<file path="src/rtl/muldiv_seq.sv">
// muldiv_seq: sequential multiply / divide / modulo unit sharing one adder over WIDTH iterations.
// Define MULDIV_SIGNED_EN for two's-complement div/mod; unsigned otherwise.
module muldiv_seq #(
    parameter int WIDTH = 32
) (
    input  logic             clk,
    input  logic             reset,
    input  logic             start,
    input  logic [1:0]       op,
    input  logic [WIDTH-1:0] a,
    input  logic [WIDTH-1:0] b,
    output logic             busy,
    output logic             done,
    output logic [WIDTH-1:0] result,
    output logic             div_by_zero
);
    localparam int CW = (WIDTH > 1) ? $clog2(WIDTH) : 1;
    localparam logic [CW-1:0] LAST = CW'(WIDTH - 1);

    typedef enum logic [1:0] {IDLE = 2'd0, RUN = 2'd1, DONE = 2'd2} state_t;

    state_t           state_r, state_nxt_s;
    logic [WIDTH-1:0] hi_r, lo_r, opnd_r;   // hi: partial product / remainder, lo: multiplier / quotient
    logic [CW-1:0]    cnt_r;
    logic             is_div_r, is_mod_r;
    logic             accept_s, op_div_s, dbz_s, last_s, cin_s;
    logic [WIDTH:0]   add_a_s, add_b_s;
    logic [WIDTH+1:0] sum_s;
    logic [WIDTH-1:0] hi_it_s, lo_it_s, res_fin_s, a_in_s, b_in_s;

    assign accept_s = start && ((state_r == IDLE) || (state_r == DONE));
    assign op_div_s = (op == 2'b01) || (op == 2'b10);
    assign dbz_s    = op_div_s && (b == {WIDTH{1'b0}});
    assign last_s   = (cnt_r == LAST);

`ifdef MULDIV_SIGNED_EN
    logic neg_q_r, neg_r_r;

    function automatic logic [WIDTH-1:0] negate(input logic [WIDTH-1:0] v);
        return {WIDTH{1'b0}} - v;
    endfunction

    function automatic logic [WIDTH-1:0] mag(input logic [WIDTH-1:0] v);
        return v[WIDTH-1] ? negate(v) : v;
    endfunction

    // Division runs on magnitudes; signs are reapplied on entry to DONE.
    always_comb begin
        if (op_div_s) begin
            a_in_s = mag(a);
            b_in_s = mag(b);
        end else begin
            a_in_s = a;
            b_in_s = b;
        end
    end

    // Sign-correction flags captured at accept.
    always_ff @(posedge clk or posedge reset) begin
        if (reset) begin
            neg_q_r <= 1'b0;
            neg_r_r <= 1'b0;
        end else if (accept_s) begin
            neg_q_r <= op_div_s && (a[WIDTH-1] ^ b[WIDTH-1]);
            neg_r_r <= op_div_s && a[WIDTH-1];
        end else begin
            neg_q_r <= neg_q_r;
            neg_r_r <= neg_r_r;
        end
    end

    // Final result selection with sign correction.
    always_comb begin
        if (is_mod_r) begin
            res_fin_s = neg_r_r ? negate(hi_it_s) : hi_it_s;
        end else if (is_div_r) begin
            res_fin_s = neg_q_r ? negate(lo_it_s) : lo_it_s;
        end else begin
            res_fin_s = lo_it_s;
        end
    end
`else
    assign a_in_s    = a;
    assign b_in_s    = b;
    assign res_fin_s = is_mod_r ? hi_it_s : lo_it_s;
`endif

    // Shared adder: hi + multiplicand for mul, {rem,next bit} - divisor for div/mod.
    always_comb begin
        if (is_div_r) begin
            add_a_s = {hi_r, lo_r[WIDTH-1]};
            add_b_s = ~{1'b0, opnd_r};
            cin_s   = 1'b1;
        end else begin
            add_a_s = {1'b0, hi_r};
            add_b_s = {1'b0, opnd_r};
            cin_s   = 1'b0;
        end
        sum_s = {1'b0, add_a_s} + {1'b0, add_b_s} + {{(WIDTH + 1){1'b0}}, cin_s};
    end

    // One iteration step; sum_s[WIDTH+1] set means the trial subtraction did not borrow.
    always_comb begin
        if (is_div_r) begin
            if (sum_s[WIDTH+1]) begin
                hi_it_s = sum_s[WIDTH-1:0];
                lo_it_s = {lo_r[WIDTH-2:0], 1'b1};
            end else begin
                hi_it_s = {hi_r[WIDTH-2:0], lo_r[WIDTH-1]};
                lo_it_s = {lo_r[WIDTH-2:0], 1'b0};
            end
        end else begin
            if (lo_r[0]) begin
                hi_it_s = sum_s[WIDTH:1];
                lo_it_s = {sum_s[0], lo_r[WIDTH-1:1]};
            end else begin
                hi_it_s = {1'b0, hi_r[WIDTH-1:1]};
                lo_it_s = {hi_r[0], lo_r[WIDTH-1:1]};
            end
        end
    end

    // Next-state logic.
    always_comb begin
        state_nxt_s = state_r;
        case (state_r)
            IDLE: begin
                if (start) begin
                    state_nxt_s = dbz_s ? DONE : RUN;
                end else begin
                    state_nxt_s = IDLE;
                end
            end
            RUN: begin
                if (last_s) begin
                    state_nxt_s = DONE;
                end else begin
                    state_nxt_s = RUN;
                end
            end
            DONE: begin
                if (start) begin
                    state_nxt_s = dbz_s ? DONE : RUN;
                end else begin
                    state_nxt_s = IDLE;
                end
            end
            default: state_nxt_s = IDLE;
        endcase
    end

    // Datapath, state and registered outputs.
    always_ff @(posedge clk or posedge reset) begin
        if (reset) begin
            state_r     <= IDLE;
            busy        <= 1'b0;
            done        <= 1'b0;
            result      <= {WIDTH{1'b0}};
            div_by_zero <= 1'b0;
            hi_r        <= {WIDTH{1'b0}};
            lo_r        <= {WIDTH{1'b0}};
            opnd_r      <= {WIDTH{1'b0}};
            cnt_r       <= {CW{1'b0}};
            is_div_r    <= 1'b0;
            is_mod_r    <= 1'b0;
        end else begin
            state_r <= state_nxt_s;
            busy    <= (state_nxt_s == RUN);
            done    <= (state_nxt_s == DONE);
            if (accept_s) begin
                is_div_r <= op_div_s;
                is_mod_r <= (op == 2'b10);
                hi_r     <= {WIDTH{1'b0}};
                lo_r     <= op_div_s ? a_in_s : b;
                opnd_r   <= op_div_s ? b_in_s : a;
                cnt_r    <= {CW{1'b0}};
                if (dbz_s) begin
                    result      <= (op == 2'b01) ? {WIDTH{1'b1}} : a;
                    div_by_zero <= 1'b1;
                end else begin
                    result      <= result;
                    div_by_zero <= div_by_zero;
                end
            end else if (state_r == RUN) begin
                hi_r  <= hi_it_s;
                lo_r  <= lo_it_s;
                cnt_r <= cnt_r + {{(CW - 1){1'b0}}, 1'b1};
                if (last_s) begin
                    result      <= res_fin_s;
                    div_by_zero <= 1'b0;
                end else begin
                    result      <= result;
                    div_by_zero <= div_by_zero;
                end
            end else begin
                hi_r  <= hi_r;
                lo_r  <= lo_r;
                cnt_r <= cnt_r;
            end
        end
    end
endmodule

</file>
<file path="config.mk">
export PLATFORM = sky130hd
export DESIGN_NAME = muldiv_seq
export DESIGN_NICKNAME = d
export VERILOG_FILES = /design/src/rtl/muldiv_seq.sv
export SDC_FILE = /design/constraint.sdc
export NUM_CORES = 1
export LEC_CHECK = 0
export ABC_AREA = 1
export CAP_MARGIN = 20
export CORE_MARGIN = 2
export CORE_UTILIZATION = 60
export DETAILED_ROUTE_END_ITERATION = 10
export DONT_BUFFER_PORTS = 1
export PLACE_DENSITY = 0.75
export SLEW_MARGIN = 40
export SYNTH_ARGS = -nofsm -noshare
export SYNTH_HDL_FRONTEND = slang
export SYNTH_SLANG_ARGS = --single-unit
</file>
<file path="constraint.sdc">
create_clock -name clk -period 4.2 [get_ports clk]
set_input_delay 0 -clock clk [delete_from_list [all_inputs] [get_ports clk]]
set_output_delay 0 -clock clk [all_outputs]
set_load 0.03 [all_outputs]
</file>
==> impl_summary.txt, run 1 <==
----------------------------------------------------
[Status]
  Run status ... completed

[Die]
  Total die area ... 18960 µm²
  Die X-Extent ... 137.7 µm
  Initial core utilization ... 0.6179
  DIE HEIGHT ... 137.7 µm
  Row cnt ... 48
  Core Box Area ... 17360 µm²
  Io pins ... between 100 and 150

[Timing]
  Final setup vio count ... 0
  RSZ-0062 raised after global routing ... false
  Final Hold Viols ... 0
  Clock skew after layout ... 10.85 ps
  Worst slew margin relative to its limit ... 0.4396
  Fin crit share ... 0.8701
  Shortest period the worst path allows ... 3654 ps
  Setup TNS ... 0 ps
  Fmax ... 0.2736 GHz
  Worst-Margin Slew ... between 800 and 900 ps
  Number of max-slew violations in the final report ... 0

[Finish]
  Commonest cells after routing, fill and taps aside ... 456 x sky130_fd_sc_hd__nand2_1, 232 x sky130_fd_sc_hd__o21ai_0, 191 x sky130_fd_sc_hd__a21oi_1
  Final-stage net count ... 1805
  Seq. cell area ... 3507 µm²
  Share of final-layout standard cells stronger than drive strength 1 ... 0.04556
  Final instance area ... 12370 µm²
  Most common cell after layout, fill and taps aside ... sky130_fd_sc_hd__nand2_1
  Combined area of the multi-input logic cells ... 6272 µm²
  Layout overhead on the synthesized area ... 15.37%
  Final std cells w/o fill ... a little under 2000
  Fill cell total of the finished layout ... roughly 1400

[Clock tree]
  Register clock-pin slew on the reported worst setup and hold paths ... 70 ps
  Root buffer cell ... sky130_fd_sc_hd__clkbuf_16
  Buffer levels on the longest clock path ... 2
  Clock latency of the later-clocked register in the worst-skew pair ... roughly 430 ps
  Clock tree from TritonCTS ... yes
  # H-tree levels ... 4
  Hold_buf cts ... 98
  Clock sink count ... 140
  Number of buffers created by CTS ... 17
  Count of cells resized by post-cts repair ... 0
  Post-CTS Setup Inserts ... 0

[Global routing]
  Maximum number of pins on one net before global-route repair ... 81
  Total Routing Usage GR ... 0.4067
  Global route total overflow ... 0
  First-pass GRT wire length ... 59.33 mm
  Number of global-route vias before repair ... 11146
  Number of antenna violations at the first check in global routing ... 1

[Worst setup path]
  Origin of the worst setup path ... is_div_r
  Cell with the most instances on the worst path ... sky130_fd_sc_hd__nand2_1
  Critical path's slowest cell ... sky130_fd_sc_hd__dfrtp_4
  Max stage delay on crit path ... 730 ps
  Setup crit end kind ... flop
  Arr. time, crit path ... 3960 ps
  Required time of the worst setup path ... 4510 ps
  Setup Crit Path Kind ... flop to flop
  Total stage count of the critical path ... 17
  Worst-path maximum fanout ... 35
  Reg2Reg Depth ... 17
  Startpoint class of the critical path ... flop
  End of the worst register-to-register path ... result[22]
  CP Cell Sequence ... buf_4 -> nand2_1 -> o21ai_0 -> ha_1 -> a21oi_1 -> o21ai_0 -> a21oi_1 -> nand2_1 -> nand2_1 -> nand3_2 -> inv_2 -> buf_4 -> nand2_1 -> o21ai_1 -> nand2_1 -> o21ai_1 -> nand2_1
  CP Buf/Inv Count ... 3
  Top Family by Delay on Critical Path ... buffers and inverters
  FF-to-FF Start ... is_div_r
  Reg2reg setup slack ... 550 ps

[Route]
  First DRT Iteration DRCs ... 1660
  TritonRoute pass-1 iters ... 7
  Vias per inst ... 6.114
  Total detailed-routing wirelength ... 37.39 mm
  Post-DR wirelength/cell ... 19.29 µm
  Routed vias ... roughly 12000
  Number of antenna-violating nets in the routed design ... 0
  DRC errors left ... 0

[Min path]
  Worst hold path endpoint ... state_r[0]
  Critical hold path startpoint ... b[14]
  Hold path cells ... 6
  Path class of the lowest-slack min-delay path ... input pin to flop

[Yosys]
  Total nets after synthesis ... 1757
  Sequential fraction of the synthesis area ... 0.3267
  Post-Synthesis Mean Instance Area ... around 6.5 µm²
  Netlist cell types ... 38
  Area share of fa/ha/maj cells after synthesis ... 0.04270
  Post-synthesis share of cell area spent on and, or, nand and nor gates ... 0.2592
  Number of register bits inferred by synthesis ... 140
  Number of enable flip-flop cells after synthesis ... 0
  Predominant post-synthesis flop cell ... sky130_fd_sc_hd__dfrtp_1
  Synth Area in Compound Gates ... 0.2407
  Main combinational cell family by area after synthesis ... simple AND/OR/NAND/NOR gates
  Ys async rst share ... 1.000
  Total of warnings raised by yosys ... 0
  Multiplexer fraction of the synthesized cell area ... 0
  Post-synthesis share of cell area spent on xor and xnor gates ... 0.04084
  Cells after Synth ... between 1500 and 2000
  Syn Std Cell Area ... ~11000 µm²

[Placement]
  PortBufs ... 0
  Final weighted congestion in routability-driven placement ... 0.9905
  Dpl hpwl ... ~25 mm
  Area post-placement ... 10810 µm²
  Cell count after placement ... 1808

[Job]
  Maximum Capacitance Violations ... 0

----------------------------------------------------
-- cells in the mapped netlist (all sizes together), types with 4 or more instances --
master / number / area (µm²)
xnor2: 10 / 87.58
o21bai: 12 / 90.09
inv: 142 / 533.0
o211ai: 18 / 135.1
a21o: 5 / 37.54
ha: 35 / 437.9
nand2: 461 / 1743
o21ai: 255 / 1276
dfrtp: 140 / 3503
nor4: 8 / 50.05
xor2: 40 / 350.3
a31oi: 4 / 25.02
clkbuf: 66 / 247.7
nand4: 8 / 50.05
a21oi: 191 / 955.9
nor3: 8 / 45.04
nor2: 158 / 595.6
nand3: 48 / 255.3
buf: 26 / 175.2
-- state kept, by name, summed over array words and instances, names as in the netlist --
name and count:
hi_r 32, busy 1, opnd_r 32, done 1, is_mod_r 1, is_div_r 1, cnt_r 5, div_by_zero 1
state_r 2, result 32, lo_r 32
-- worst register-to-register path: cells and delay by family (launching register included) --
family	cells	cell delay [ps]
buffers and inverters	3	1000
AND/OR/NAND/NOR	7	630
AO/OA/AOI/OAI	6	850
adder cells (fa/ha/maj)	1	310
flip-flops	1	730
-- kinds of logic (layout without fill, tap and decap cells) --
| group | count (synthesis) | in the layout |
|---|---|---|
| adder cells (fa/ha/maj) | 36 | 36 |
| buffers and inverters | 236 | 296 |
| other | 0 | 1 |
| XOR/XNOR | 50 | 50 |
| AO/OA/AOI/OAI | 493 | 493 |
| AND/OR/NAND/NOR | 697 | 697 |
| flip-flops | 140 | 140 |
-- metrics by stage --
step / utilization / worst slack [ps] / hold WS, ps
2_1_floorplan: - / 447.1 / 141.9
3_3_place_gp: 0.6225 / 703.2 / -117.9
3_5_place_dp: 0.6227 / 688.8 / -116.8
4_1_cts: 0.7127 / 668.0 / 17.59
5_1_grt: 0.7128 / 319.2 / 78.32
6_report: 0.7128 / 545.7 / 35.15
-- final cells by class --
class,instances,area share
diodes,1,0.0002023
clock buffers,17,0.03439
clock inverters,14,0.01254
inverters,144,0.04440
multi-input cells,1276,0.5070
flip-flops and latches,140,0.2835
well taps,225,0.02275
repair buffers,121,0.09527
-- layer usage --
layer | track usage | vias up | wire length, µm
met3 | 0.1262 | 89 | 4787
li1 | - | 5519 | -
met4 | 0.1168 | 0 | 905
met2 | 0.6034 | 721 | 16210
met5 | 0 | - | 0
met1 | 0.5730 | 5520 | 15490
-- worst max path at each step --
stage	endpoint
after floorplan	busy
after CTS	result[22]
after detailed placement	result[22]
after global routing	result[22]
after global placement	result[29]
final	result[22]
Power of run 1 is left out: the tool's default activity adds up to more than one toggle a clock period on the data nets, which glitch-free logic cannot reach.
==> inputs of run 2 (changes only) <==
Settings changed: GPL_ROUTABILITY_DRIVEN from default to 0, PLACE_DENSITY 0.75 to 0.76.
==> impl_summary.txt, run 2 (synthesized netlist as in run 1, its figures left out) <==
----------------------------------------------------
[Status]
  Run status ... completed

[Die]
  Die X-Extent ... 137.7 µm
  Row cnt ... 48
  Initial core utilization ... 0.6179
  Io pins ... 104
  DIE HEIGHT ... 137.7 µm
  Total die area ... roughly 19000 µm²
  Core Box Area ... 17360 µm²

[Min path]
  Worst hold path endpoint ... lo_r[31]
  Path class of the lowest-slack min-delay path ... input pin to flop
  Hold path cells ... 6
  Critical hold path startpoint ... b[31]

[Finish]
  Commonest cells after routing, fill and taps aside ... 456 x sky130_fd_sc_hd__nand2_1, 232 x sky130_fd_sc_hd__o21ai_0, 191 x sky130_fd_sc_hd__a21oi_1
  Share of final-layout standard cells stronger than drive strength 1 ... 0.04612
  Most common cell after layout, fill and taps aside ... sky130_fd_sc_hd__nand2_1
  Final std cells w/o fill ... 1939
  Final-stage net count ... 1805
  Layout overhead on the synthesized area ... 15.34%

[Worst setup path]
  Reg2Reg Depth ... 22
  Setup Crit Path Kind ... flop to flop
  End of the worst register-to-register path ... result[28]
  Reg2reg setup slack ... 500 ps
  Worst-path maximum fanout ... between 40 and 50
  Required time of the worst setup path ... about 4500 ps
  Setup crit end kind ... flop
  Startpoint class of the critical path ... flop
  FF-to-FF Start ... is_div_r
  Arr. time, crit path ... 4010 ps

[Timing]
  Number of max-slew violations in the final report ... 0
  Worst slew margin relative to its limit ... 0.3433
  Fin crit share ... 0.8811
  Setup TNS ... 0 ps
  Clock skew after layout ... 11.91 ps
  Worst-Margin Slew ... 976.0 ps
  Fmax ... 0.2702 GHz
  Post-route setup slack ... 499.3 ps
  RSZ-0062 raised after global routing ... false
  Final setup vio count ... 0
  Final Hold Viols ... 0
  Shortest period the worst path allows ... 3701 ps

[Clock tree]
  Clock latency of the later-clocked register in the worst-skew pair ... 430 ps
  Register clock-pin slew on the reported worst setup and hold paths ... roughly 70 ps
  Clock sink count ... 140
  Post-CTS Setup Inserts ... 0
  Clock tree from TritonCTS ... yes
  # H-tree levels ... 4
  Number of buffers created by CTS ... 17
  Buffer levels on the longest clock path ... 2
  Root buffer cell ... sky130_fd_sc_hd__clkbuf_16

[Route]
  DRC errors left ... 0
  Total detailed-routing wirelength ... 37.16 mm
  Vias per inst ... 6.114
  Routed vias ... about 12000
  First DRT Iteration DRCs ... ~1500
  Post-DR wirelength/cell ... 19.16 µm
  Number of antenna-violating nets in the routed design ... 0
  TritonRoute pass-1 iters ... 6

[Placement]
  PortBufs ... 0
  Placement Setup Slack ... ~670 ps
  Dpl hpwl ... 24.34 mm
  Cell count after placement ... about 1800

[Global routing]
  Total Routing Usage GR ... 0.4022
  Global route total overflow ... 0
  Number of antenna violations at the first check in global routing ... 1
  Number of global-route vias before repair ... about 11000
  Maximum number of pins on one net before global-route repair ... about 110
  First-pass GRT wire length ... 58.36 mm

[Job]
  Maximum Capacitance Violations ... 0

----------------------------------------------------
==> run 2: timing repair <==
action / CTS / global route
resized for setup: 0 / 0
hold buffers: 97 / 0
endpoints found under the hold margin: 201 / 0
==> run 2: area by class of cell <==
cell class | count | area [µm²]
multi-input cells | 1276 | 6272
fillers | 1428 | 4987
flip-flops and latches | 140 | 3508
repair buffers | 121 | 1180
inverters | 144 | 549.3
clock buffers | 18 | 429.2
well taps | 225 | 281.5
clock inverters | 14 | 146.4
diodes | 1 | 2.502
==> run 2: critical path, cell delays in order (launching register included) <==
cell and delay [ps]:
sky130_fd_sc_hd__dfrtp_4 790, sky130_fd_sc_hd__inv_2 270, sky130_fd_sc_hd__nand2_2 160, sky130_fd_sc_hd__nand3_2 120
sky130_fd_sc_hd__nand2_1 100, sky130_fd_sc_hd__inv_2 70, sky130_fd_sc_hd__fa_1 410, sky130_fd_sc_hd__nand2_1 80
sky130_fd_sc_hd__nand2_1 50, sky130_fd_sc_hd__o21ai_1 180, sky130_fd_sc_hd__inv_1 130, sky130_fd_sc_hd__nand2_1 70
sky130_fd_sc_hd__nand2_1 120, sky130_fd_sc_hd__nand3_1 110, sky130_fd_sc_hd__nand3_1 140, sky130_fd_sc_hd__nand2_1 120
sky130_fd_sc_hd__nand2_1 50, sky130_fd_sc_hd__nand2_1 70, sky130_fd_sc_hd__nand3_1 60, sky130_fd_sc_hd__nand2_1 90
sky130_fd_sc_hd__nand3_1 180, sky130_fd_sc_hd__nand2_1 140, sky130_fd_sc_hd__nand2_1 60
==> run 2: layer usage <==
layer  part of all wire  global-route usage  wire length, µm  vias up
li1                   -                   -                -     5536
met1               0.40              0.5472            14790     5407
met2               0.43              0.5896            15840      773
met3               0.13              0.1376             4995      140
met4              0.041              0.1576             1529        0
met5                  0                   0                0        -
==> run 2: stage by stage <==
stage	cell area (µm²)	util	hold WS (ps)
after floorplan	10720	-	141.9
final	12370	0.7127	26.11
after detailed placement	10820	0.6231	48.18
after global routing	12370	0.7127	46.58
after CTS	12360	0.7122	4.435
after global placement	10810	0.6229	144.5
==> run 2: worst max-delay path by stage <==
| stage | start | end | slack, ps | cells after the start |
|---|---|---|---|---|
| 3_5_place_dp | is_div_r | result[28] | 670 | 22 |
| 6_report | is_div_r | result[28] | 500 | 22 |
| 4_1_cts | is_div_r | hi_r[23] | 630 | 20 |
| 5_1_grt | is_div_r | hi_r[23] | 190 | 20 |
| 3_3_place_gp | is_div_r | result[28] | 730 | 22 |
| 2_1_floorplan | reset | busy | 450 | 1 |
Power of run 2 is left out for the same reason.
==> inputs of run 3 (changes only) <==
Settings changed: CELL_PAD_IN_SITES_DETAIL_PLACEMENT from default to 1, CELL_PAD_IN_SITES_GLOBAL_PLACEMENT from default to 1, CORE_UTILIZATION 60 to 46, PLACE_DENSITY 0.76 to default, PLACE_DENSITY_LB_ADDON from default to 0.1, REMOVE_ABC_BUFFERS from default to 1.
==> impl_summary.txt, run 3 (synthesized netlist as in run 1, its figures left out) <==
----------------------------------------------------
[Status]
  Run status ... completed

[Worst setup path]
  CP Cell Sequence ... inv_2 -> nand2_2 -> nand3_2 -> nand2_1 -> inv_2 -> fa_1 -> nand2_1 -> nand2_1 -> o21ai_1 -> o21ai_1 -> nand2_1 -> nand2_1 -> nand2_1 -> nand2_1 -> nand2_1 -> nand2_1 -> nand2_1 -> nand3_1 -> nand2_1 -> nand3_1 -> nand2_1 -> nand2_1
  CP Buf/Inv Count ... 2
  End of the worst register-to-register path ... result[25]
  Critical path's slowest cell ... sky130_fd_sc_hd__dfrtp_4
  Top Family by Delay on Critical Path ... simple AND/OR/NAND/NOR gates
  Worst-path maximum fanout ... 44
  FF-to-FF Start ... is_div_r
  Required time of the worst setup path ... 4530 ps
  Startpoint class of the critical path ... flop
  Cell with the most instances on the worst path ... sky130_fd_sc_hd__nand2_1
  Reg2reg setup slack ... 510 ps
  Arr. time, crit path ... 4020 ps
  Reg2Reg Depth ... 22
  Setup Crit Path Kind ... flop to flop
  Setup crit end kind ... flop
  Max stage delay on crit path ... 780 ps

[Route]
  Total detailed-routing wirelength ... 43.77 mm
  First DRT Iteration DRCs ... 856
  Post-DR wirelength/cell ... around 22 µm
  Vias per inst ... approximately 6
  DRC errors left ... 0
  Routed vias ... 11872
  TritonRoute pass-1 iters ... 5
  Number of antenna-violating nets in the routed design ... 0

[Clock tree]
  Register clock-pin slew on the reported worst setup and hold paths ... 80 ps
  Clock sink count ... 140
  Hold_buf cts ... 96
  Buffer levels on the longest clock path ... 2
  Root buffer cell ... sky130_fd_sc_hd__clkbuf_16
  Number of buffers created by CTS ... 17
  Post-CTS Setup Inserts ... 0
  Clock tree from TritonCTS ... yes
  Count of cells resized by post-cts repair ... 0
  # H-tree levels ... 4
  Clock latency of the later-clocked register in the worst-skew pair ... 450 ps

[Timing]
  Worst slew margin relative to its limit ... 0.4523
  Final Hold Viols ... 0
  Fin crit share ... 0.8786
  Shortest period the worst path allows ... 3690 ps
  Final setup vio count ... 0
  Number of max-slew violations in the final report ... 0
  Fmax ... 0.2710 GHz
  Worst-Margin Slew ... ~820 ps
  RSZ-0062 raised after global routing ... false
  Hold WS ... roughly 17 ps
  Clock skew after layout ... around 19 ps

[Finish]
  Commonest cells after routing, fill and taps aside ... 456 x sky130_fd_sc_hd__nand2_1, 232 x sky130_fd_sc_hd__o21ai_0, 191 x sky130_fd_sc_hd__a21oi_1
  Diode insertion count for antenna repair ... 0
  Combined area of the multi-input logic cells ... around 6300 µm²
  Most common cell after layout, fill and taps aside ... sky130_fd_sc_hd__nand2_1
  Layout overhead on the synthesized area ... 16.80%
  Seq. cell area ... approximately 3500 µm²
  Share of final-layout standard cells stronger than drive strength 1 ... 0.04670
  Fill cell total of the finished layout ... between 2000 and 3000
  Final-stage net count ... ~1800

[Min path]
  Path class of the lowest-slack min-delay path ... input pin to flop
  Critical hold path startpoint ... b[14]
  Hold path cells ... 6
  Worst hold path endpoint ... state_r[0]

[Global routing]
  Global route total overflow ... 0
  Maximum number of pins on one net before global-route repair ... 81
  Total Routing Usage GR ... 0.3673
  First-pass GRT wire length ... 69.83 mm
  Number of antenna violations at the first check in global routing ... 1
  Number of global-route vias before repair ... 12479

[Placement]
  Dpl hpwl ... 29.34 mm
  PortBufs ... 0

[Die]
  Io pins ... approximately 100
  Die X-Extent ... around 160 µm
  Core Box Area ... around 23000 µm²
  Initial core utilization ... 0.4708
  Total die area ... 24550 µm²
  DIE HEIGHT ... 156.7 µm
  Row cnt ... 55

[Job]
  Maximum Capacitance Violations ... 0

----------------------------------------------------
[run 3: how the worst max path moves through the flow]
stage	startpoint	to	slack, ps	cells after the start
CTS	is_div_r	result[25]	550	22
floorplan	is_div_r	result[0]	-1950	16
finish	is_div_r	result[25]	510	22
global placement	is_div_r	result[22]	650	19
detailed placement	is_div_r	result[25]	590	22
global route	is_div_r	result[21]	200	19
[run 3: per-layer routing]
metal	vias up	part of all wire	track usage
met3	69	0.074	0.07145
met2	456	0.47	0.5972
met1	5838	0.44	0.5009
met5	-	0.00030	0
li1	5507	-	-
met4	2	0.020	0.09786
[run 3: final cells by class]
class | instances | area share
sequential | 140 | 0.2800
tap | 313 | 0.03127
timing repair buffer | 121 | 0.09400
clock inverter | 14 | 0.01598
clock buffer | 18 | 0.03426
inverter | 144 | 0.04375
multi-input combinational | 1276 | 0.5007
[run 3: metrics by stage]
step           utilization  setup WS (ps)  instance area (µm²)  setup TNS, ps  instances
6_report            0.5499          509.8                12530              0       2026
5_1_grt             0.5499          204.4                12530              0       2026
4_1_cts             0.5497          552.8                12520              0       2026
3_5_place_dp        0.4799          592.4                10930              0       1898
3_3_place_gp        0.4798          651.6                10930              0       1898
2_1_floorplan            -          -1952                10300        -118980       1560
[run 3: worst register-to-register path: stages, from the launching register on]
cell                      delay, ps
sky130_fd_sc_hd__dfrtp_4        780
sky130_fd_sc_hd__inv_2          310
sky130_fd_sc_hd__nand2_2        160
sky130_fd_sc_hd__nand3_2         90
sky130_fd_sc_hd__nand2_1         80
sky130_fd_sc_hd__inv_2           60
sky130_fd_sc_hd__fa_1           400
sky130_fd_sc_hd__nand2_1         70
sky130_fd_sc_hd__nand2_1         50
sky130_fd_sc_hd__o21ai_1        170
sky130_fd_sc_hd__o21ai_1        190
sky130_fd_sc_hd__nand2_1        100
sky130_fd_sc_hd__nand2_1        180
sky130_fd_sc_hd__nand2_1        110
sky130_fd_sc_hd__nand2_1        100
sky130_fd_sc_hd__nand2_1        120
sky130_fd_sc_hd__nand2_1         60
sky130_fd_sc_hd__nand2_1         70
sky130_fd_sc_hd__nand3_1         70
sky130_fd_sc_hd__nand2_1        110
sky130_fd_sc_hd__nand3_1        140
sky130_fd_sc_hd__nand2_1        110
sky130_fd_sc_hd__nand2_1         50
Power of run 3 is left out for the same reason.
